<file path="src/rtl/uart_tx_controller.sv">
// rtl/uart_tx_controller.sv - memory-mapped 8N1 UART transmitter with byte FIFO
// Bus writes fill the FIFO; the serializer drains it at CLKS_PER_BIT clocks per bit.
module uart_tx_controller #(
    parameter int CLKS_PER_BIT = 234,
    parameter int FIFO_DEPTH   = 16
) (
    input  logic        clkout,
    input  logic        ext_reset,
    input  logic        wen,
    input  logic        ren,
    input  logic [1:0]  address,
    input  logic [31:0] data_in,
    output logic [31:0] data_out,
    output logic        uart_tx,
    output logic        tx_busy
);
    localparam int PW = $clog2(FIFO_DEPTH);
    localparam int CW = $clog2(FIFO_DEPTH + 1);
    localparam int BW = (CLKS_PER_BIT > 2) ? $clog2(CLKS_PER_BIT) : 1;

    typedef enum logic [1:0] {IDLE, START, DATA, STOP} state_t;

    state_t          state, state_next;
    logic [7:0]      mem [FIFO_DEPTH];
    logic [PW-1:0]   wr_ptr, rd_ptr;
    logic [CW-1:0]   count;
    logic            overflow;
    logic [7:0]      shift;
    logic [2:0]      bit_idx;
    logic [BW-1:0]   baud_cnt;
    logic            full, empty, busy, push, do_push, pop, bit_end;
    logic            unused_bits;

    assign unused_bits = ^data_in[31:8];

    assign full    = (count == CW'(FIFO_DEPTH));
    assign empty   = (count == '0);
    assign busy    = (state != IDLE) || !empty;
    assign tx_busy = busy;
    assign push    = wen && (address == 2'd0);
    assign do_push = push && !full;
    assign bit_end = (baud_cnt == BW'(CLKS_PER_BIT - 1));

    always_comb begin
        state_next = state;
        pop        = 1'b0;
        uart_tx    = 1'b1;
        case (state)
            IDLE: begin
                if (!empty) begin
                    pop        = 1'b1;
                    state_next = START;
                end
            end
            START: begin
                uart_tx = 1'b0;
                if (bit_end) state_next = DATA;
            end
            DATA: begin
                uart_tx = shift[0];
                if (bit_end && bit_idx == 3'd7) state_next = STOP;
            end
            STOP: begin
                // Chain straight into the next start bit when more bytes wait.
                if (bit_end) begin
                    if (!empty) begin
                        pop        = 1'b1;
                        state_next = START;
                    end else begin
                        state_next = IDLE;
                    end
                end
            end
            default: state_next = IDLE;
        endcase
    end

    always_ff @(posedge clkout or negedge ext_reset) begin
        if (!ext_reset) begin
            state    <= IDLE;
            shift    <= '0;
            bit_idx  <= '0;
            baud_cnt <= '0;
        end else begin
            state <= state_next;
            if (pop) begin
                shift    <= mem[rd_ptr];
                bit_idx  <= '0;
                baud_cnt <= '0;
            end else if (state != IDLE) begin
                baud_cnt <= bit_end ? '0 : baud_cnt + BW'(1);
                if (state == DATA && bit_end) begin
                    shift   <= {1'b0, shift[7:1]};
                    bit_idx <= bit_idx + 3'd1;
                end
            end
        end
    end

    always_ff @(posedge clkout) begin
        if (do_push) mem[wr_ptr] <= data_in[7:0];
    end

    always_ff @(posedge clkout or negedge ext_reset) begin
        if (!ext_reset) begin
            wr_ptr   <= '0;
            rd_ptr   <= '0;
            count    <= '0;
            overflow <= 1'b0;
        end else begin
            if (do_push) wr_ptr <= wr_ptr + PW'(1);
            if (pop)     rd_ptr <= rd_ptr + PW'(1);
            if (do_push && !pop)      count <= count + CW'(1);
            else if (pop && !do_push) count <= count - CW'(1);
            if (push && full)                          overflow <= 1'b1;
            else if (wen && address == 2'd3)           overflow <= 1'b0;
        end
    end

    always_ff @(posedge clkout or negedge ext_reset) begin
        if (!ext_reset) begin
            data_out <= '0;
        end else if (ren) begin
            case (address)
                2'd1:    data_out <= {28'b0, overflow, busy, empty, full};
                2'd2:    data_out <= {{(32-CW){1'b0}}, count};
                default: data_out <= '0;
            endcase
        end
    end
endmodule

</file>
<file path="config.mk">
export PLATFORM = sky130hd
export DESIGN_NAME = uart_tx_controller
export DESIGN_NICKNAME = d
export VERILOG_FILES = /design/src/rtl/uart_tx_controller.sv
export SDC_FILE = /design/constraint.sdc
export NUM_CORES = 1
export LEC_CHECK = 0
export BUFFER_PORTS_ARGS = -buffer_cell sky130_fd_sc_hd__buf_2
export CORE_MARGIN = 3
export CORE_UTILIZATION = 30
export CTS_BUF_LIST = sky130_fd_sc_hd__clkbuf_4 sky130_fd_sc_hd__clkbuf_8 sky130_fd_sc_hd__clkbuf_16
export CTS_CLUSTER_SIZE = 24
export DETAILED_ROUTE_END_ITERATION = 6
export GPL_TIMING_DRIVEN = 0
export HOLD_SLACK_MARGIN = 0.1
export PLACE_DENSITY = 0.56
export SYNTH_ARGS = -nofsm -noshare
export SYNTH_HDL_FRONTEND = slang
export SYNTH_SLANG_ARGS = --single-unit
</file>
<file path="constraint.sdc">
create_clock -name clkout -period 3.9 [get_ports clkout]
set_input_delay 0.585 -clock clkout [delete_from_list [all_inputs] [get_ports clkout]]
set_output_delay 0.585 -clock clkout [all_outputs]
set_load 0.05 [all_outputs]
</file>
==> impl_metrics.env <==
export IMPL_status="completed"
export IMPL_route_detailed_drc=0
export IMPL_synth_area_per_cell_sq_um=16.2
export IMPL_cp_top_family="adder cells"
export IMPL_drv_cap=0
export IMPL_ys_ff_latch=168
export IMPL_grt_pass1_wl_mm=23.0
export IMPL_yosysWarnings=0
export IMPL_fin_cells=862
export IMPL_crit_reg2reg_launch="state[0]"
export IMPL_slew_violations=0
export IMPL_first_iter_violations=239
export IMPL_p_per_area_mw_per_mm2=683
export IMPL_critPathLaunchType="flop"
export IMPL_portBuffers=20
export IMPL_crit_path_top_delay_cell="ha_1"
export IMPL_drive_gt1_frac=0.255
export IMPL_synth_common_cells="edfxtp_1 (128), dfrtp_1 (40), mux4_2 (32), buf_4 (30), nand2_1 (26)"
export IMPL_placed_cells=830
export IMPL_finalSetupViolCount=0
export IMPL_grt_usage=0.115
export IMPL_cts_resized=0
export IMPL_finalWirelength_mm=14.7
export IMPL_relSlewSlack=0.135
export IMPL_utilization=0.356
export IMPL_grt_max_degree=41
export IMPL_fmax_mhz=319
export IMPL_cts_htree_levels=4
export IMPL_crit_chain="inv_1, ha_1, a21o_2, nor2_1, inv_1, ha_1, inv_1, ha_1, a21o_1, a21oi_1, mux2i_1, xnor2_1"
export IMPL_path_max_fanout=7
export IMPL_die_area_sq_mm=0.0267
export IMPL_die_x_microns=164
export IMPL_clk_pin_slew_ns=0.07
export IMPL_final_nets=587
export IMPL_drtPass1Iterations=5
export IMPL_wire_per_inst_microns=17.0
export IMPL_grt_ovfl_total=0
export IMPL_grt_pass1_vias=4042
export IMPL_synthDistinctLibCells=51
export IMPL_ys_flop_type="edfxtp_1"
export IMPL_reg2regPathDepth=12
export IMPL_critPathMaxStageDelay_ns=0.43
export IMPL_yosysMostFrequentCell="edfxtp_1"
export IMPL_gp_congestion=0.781
export IMPL_cts_tree="done"
export IMPL_insertion_delay_ns=0.42
export IMPL_seq_area_frac_synth=0.651
export IMPL_syn_to_final_growth_pct=16.3
export IMPL_final_hold_viol_count=0
export IMPL_dp_hpwl_mm=10.0
export IMPL_cts_root_buf="clkbuf_16"
export IMPL_synth_cells=460
export IMPL_worst_path_buf_inv=3
export IMPL_synth_top_area_frac=0.516
export IMPL_cp_end_kind="flop"
export IMPL_antenna_cells=0
export IMPL_worst_pin_slew_ns=1.29
export IMPL_rsz0062_at_grt="no"
export IMPL_drtAntennaViolNets=0
export IMPL_min_path_type="input port to async pin"
export IMPL_leakagePower_uw=0.00316
export IMPL_start_util=0.306
export IMPL_postCtsSetupBuffers=0
export IMPL_cts_buffers=17
export IMPL_arrival_ns=3.48
export IMPL_hold_buffers=0
export IMPL_avgViaCountPerCell=4.58
export IMPL_critPathKind="flop to flop"
export IMPL_period_share=0.805
export IMPL_cts_sinks=168
export IMPL_timing_rr_end="count[4]"
export IMPL_period_needed_ns=3.14
export IMPL_synthTopCellsByArea="edfxtp_1 (52%), dfrtp_1 (13%), mux4_2 (9.7%)"
export IMPL_yosys_area_top_type="edfxtp_1"
export IMPL_clk_path_buf_depth=2
export IMPL_ir_worst_vdd_v=0.000306
export IMPL_syn_area_sq_mm=0.00744
export IMPL_skew_ns=0.0103
export IMPL_synth_enable_flop_cells=128
export IMPL_synthArstFlopShare=0.238
export IMPL_fp_dieH_microns=164
export IMPL_rrSetupSlack_ns=0.76
export IMPL_fin_setup_tns_ns=0
export IMPL_core_area_sq_mm=0.0243
export IMPL_antenna_found_initial=0
export IMPL_std_cell_rows=57
export IMPL_required_ns=4.24
export IMPL_ioPinCount=72
export IMPL_vias=3944
export IMPL_hold_ws_ns=0.307
export IMPL_cp_depth=12
-- registers in the layout, summed over array words and instances (netlist names) --
| name | count |
|---|---|
| overflow | 1 |
| baud_cnt | 8 |
| count | 5 |
| bit_idx | 3 |
| mem | 128 |
| state | 2 |
| wr_ptr | 4 |
| rd_ptr | 4 |
| data_out | 5 |
| shift | 8 |
-- area by class of cell --
| type | instances | area, sq um |
|---|---|---|
| plain buffers | 43 | 297 |
| clock buffers | 17 | 425 |
| clock inverters | 15 | 178 |
| fillers | 2269 | 15700 |
| inverters | 21 | 78.8 |
| multi-input cells | 254 | 2320 |
| flip-flops and latches | 168 | 4840 |
| well taps | 324 | 405 |
| repair buffers | 20 | 100 |
-- where the power goes --
part | internal [uW] | switching [uW]
Clock | 973 | 749
Sequential | 2120 | 143
Combinational | 817 | 1110
-- logic make-up after synthesis --
group                      share of synthesized area
AOI/OAI and AO/OA                             0.0620
xor gates and xnor gates                      0.0153
adders and majority gates                     0.0414
buffers and inverters                         0.0504
DFF                                            0.651
muxes                                          0.123
other                                       0.000504
and+or+nand+nor                               0.0563
-- through the flow --
step | setup slack (ns) | power [uW] | instance area [sq um]
after global routing | 0.531 | 6250 | 8650
final | 0.761 | 5910 | 8650
after floorplan | 1.13 | 3760 | 7540
after detailed placement | 0.672 | 4250 | 8050
after global placement | 0.739 | 4180 | 8050
after CTS | 0.734 | 5980 | 8650
-- per-layer routing --
metal / wire length, microns / up-vias / global-route usage / part of all wire
met2: 7000 / 112 / 0.185 / 0.48
li1: - / 1839 / - / -
met3: 834 / 6 / 0.0297 / 0.057
met1: 6790 / 1987 / 0.157 / 0.46
met4: 58 / 0 / 0.0231 / 0.0040
met5: 0 / - / 0 / 0
-- how the worst max path moves through the flow --
stage	to	slack, ns	start
2_1_floorplan	count[4]	1.13	state[0]
3_3_place_gp	mem[3][5]	0.74	address[0]
3_5_place_dp	mem[3][6]	0.67	address[0]
4_1_cts	count[4]	0.73	state[0]
5_1_grt	count[4]	0.53	state[1]
6_report	count[4]	0.76	state[0]
-- cell usage in the layout (no fill, tap or decap), drive strengths merged, types with 3 or more instances in the layout --
| cell type | n |
|---|---|
| nand2b | 5 |
| mux2i | 15 |
| o22ai | 4 |
| edfxtp | 128 |
| clkbuf | 21 |
| buf | 59 |
| a21oi | 7 |
| nand2 | 26 |
| conb | 27 |
| mux2 | 4 |
| nand3 | 7 |
| dfrtp | 40 |
| xnor2 | 12 |
| nor2 | 22 |
| a21o | 3 |
| mux4 | 32 |
| inv | 30 |
| ha | 23 |
| o21ai | 19 |
| a22oi | 11 |
| nor3 | 5 |
| clkinv | 3 |
| o221a | 7 |
Power figures use the tool's default switching activity.
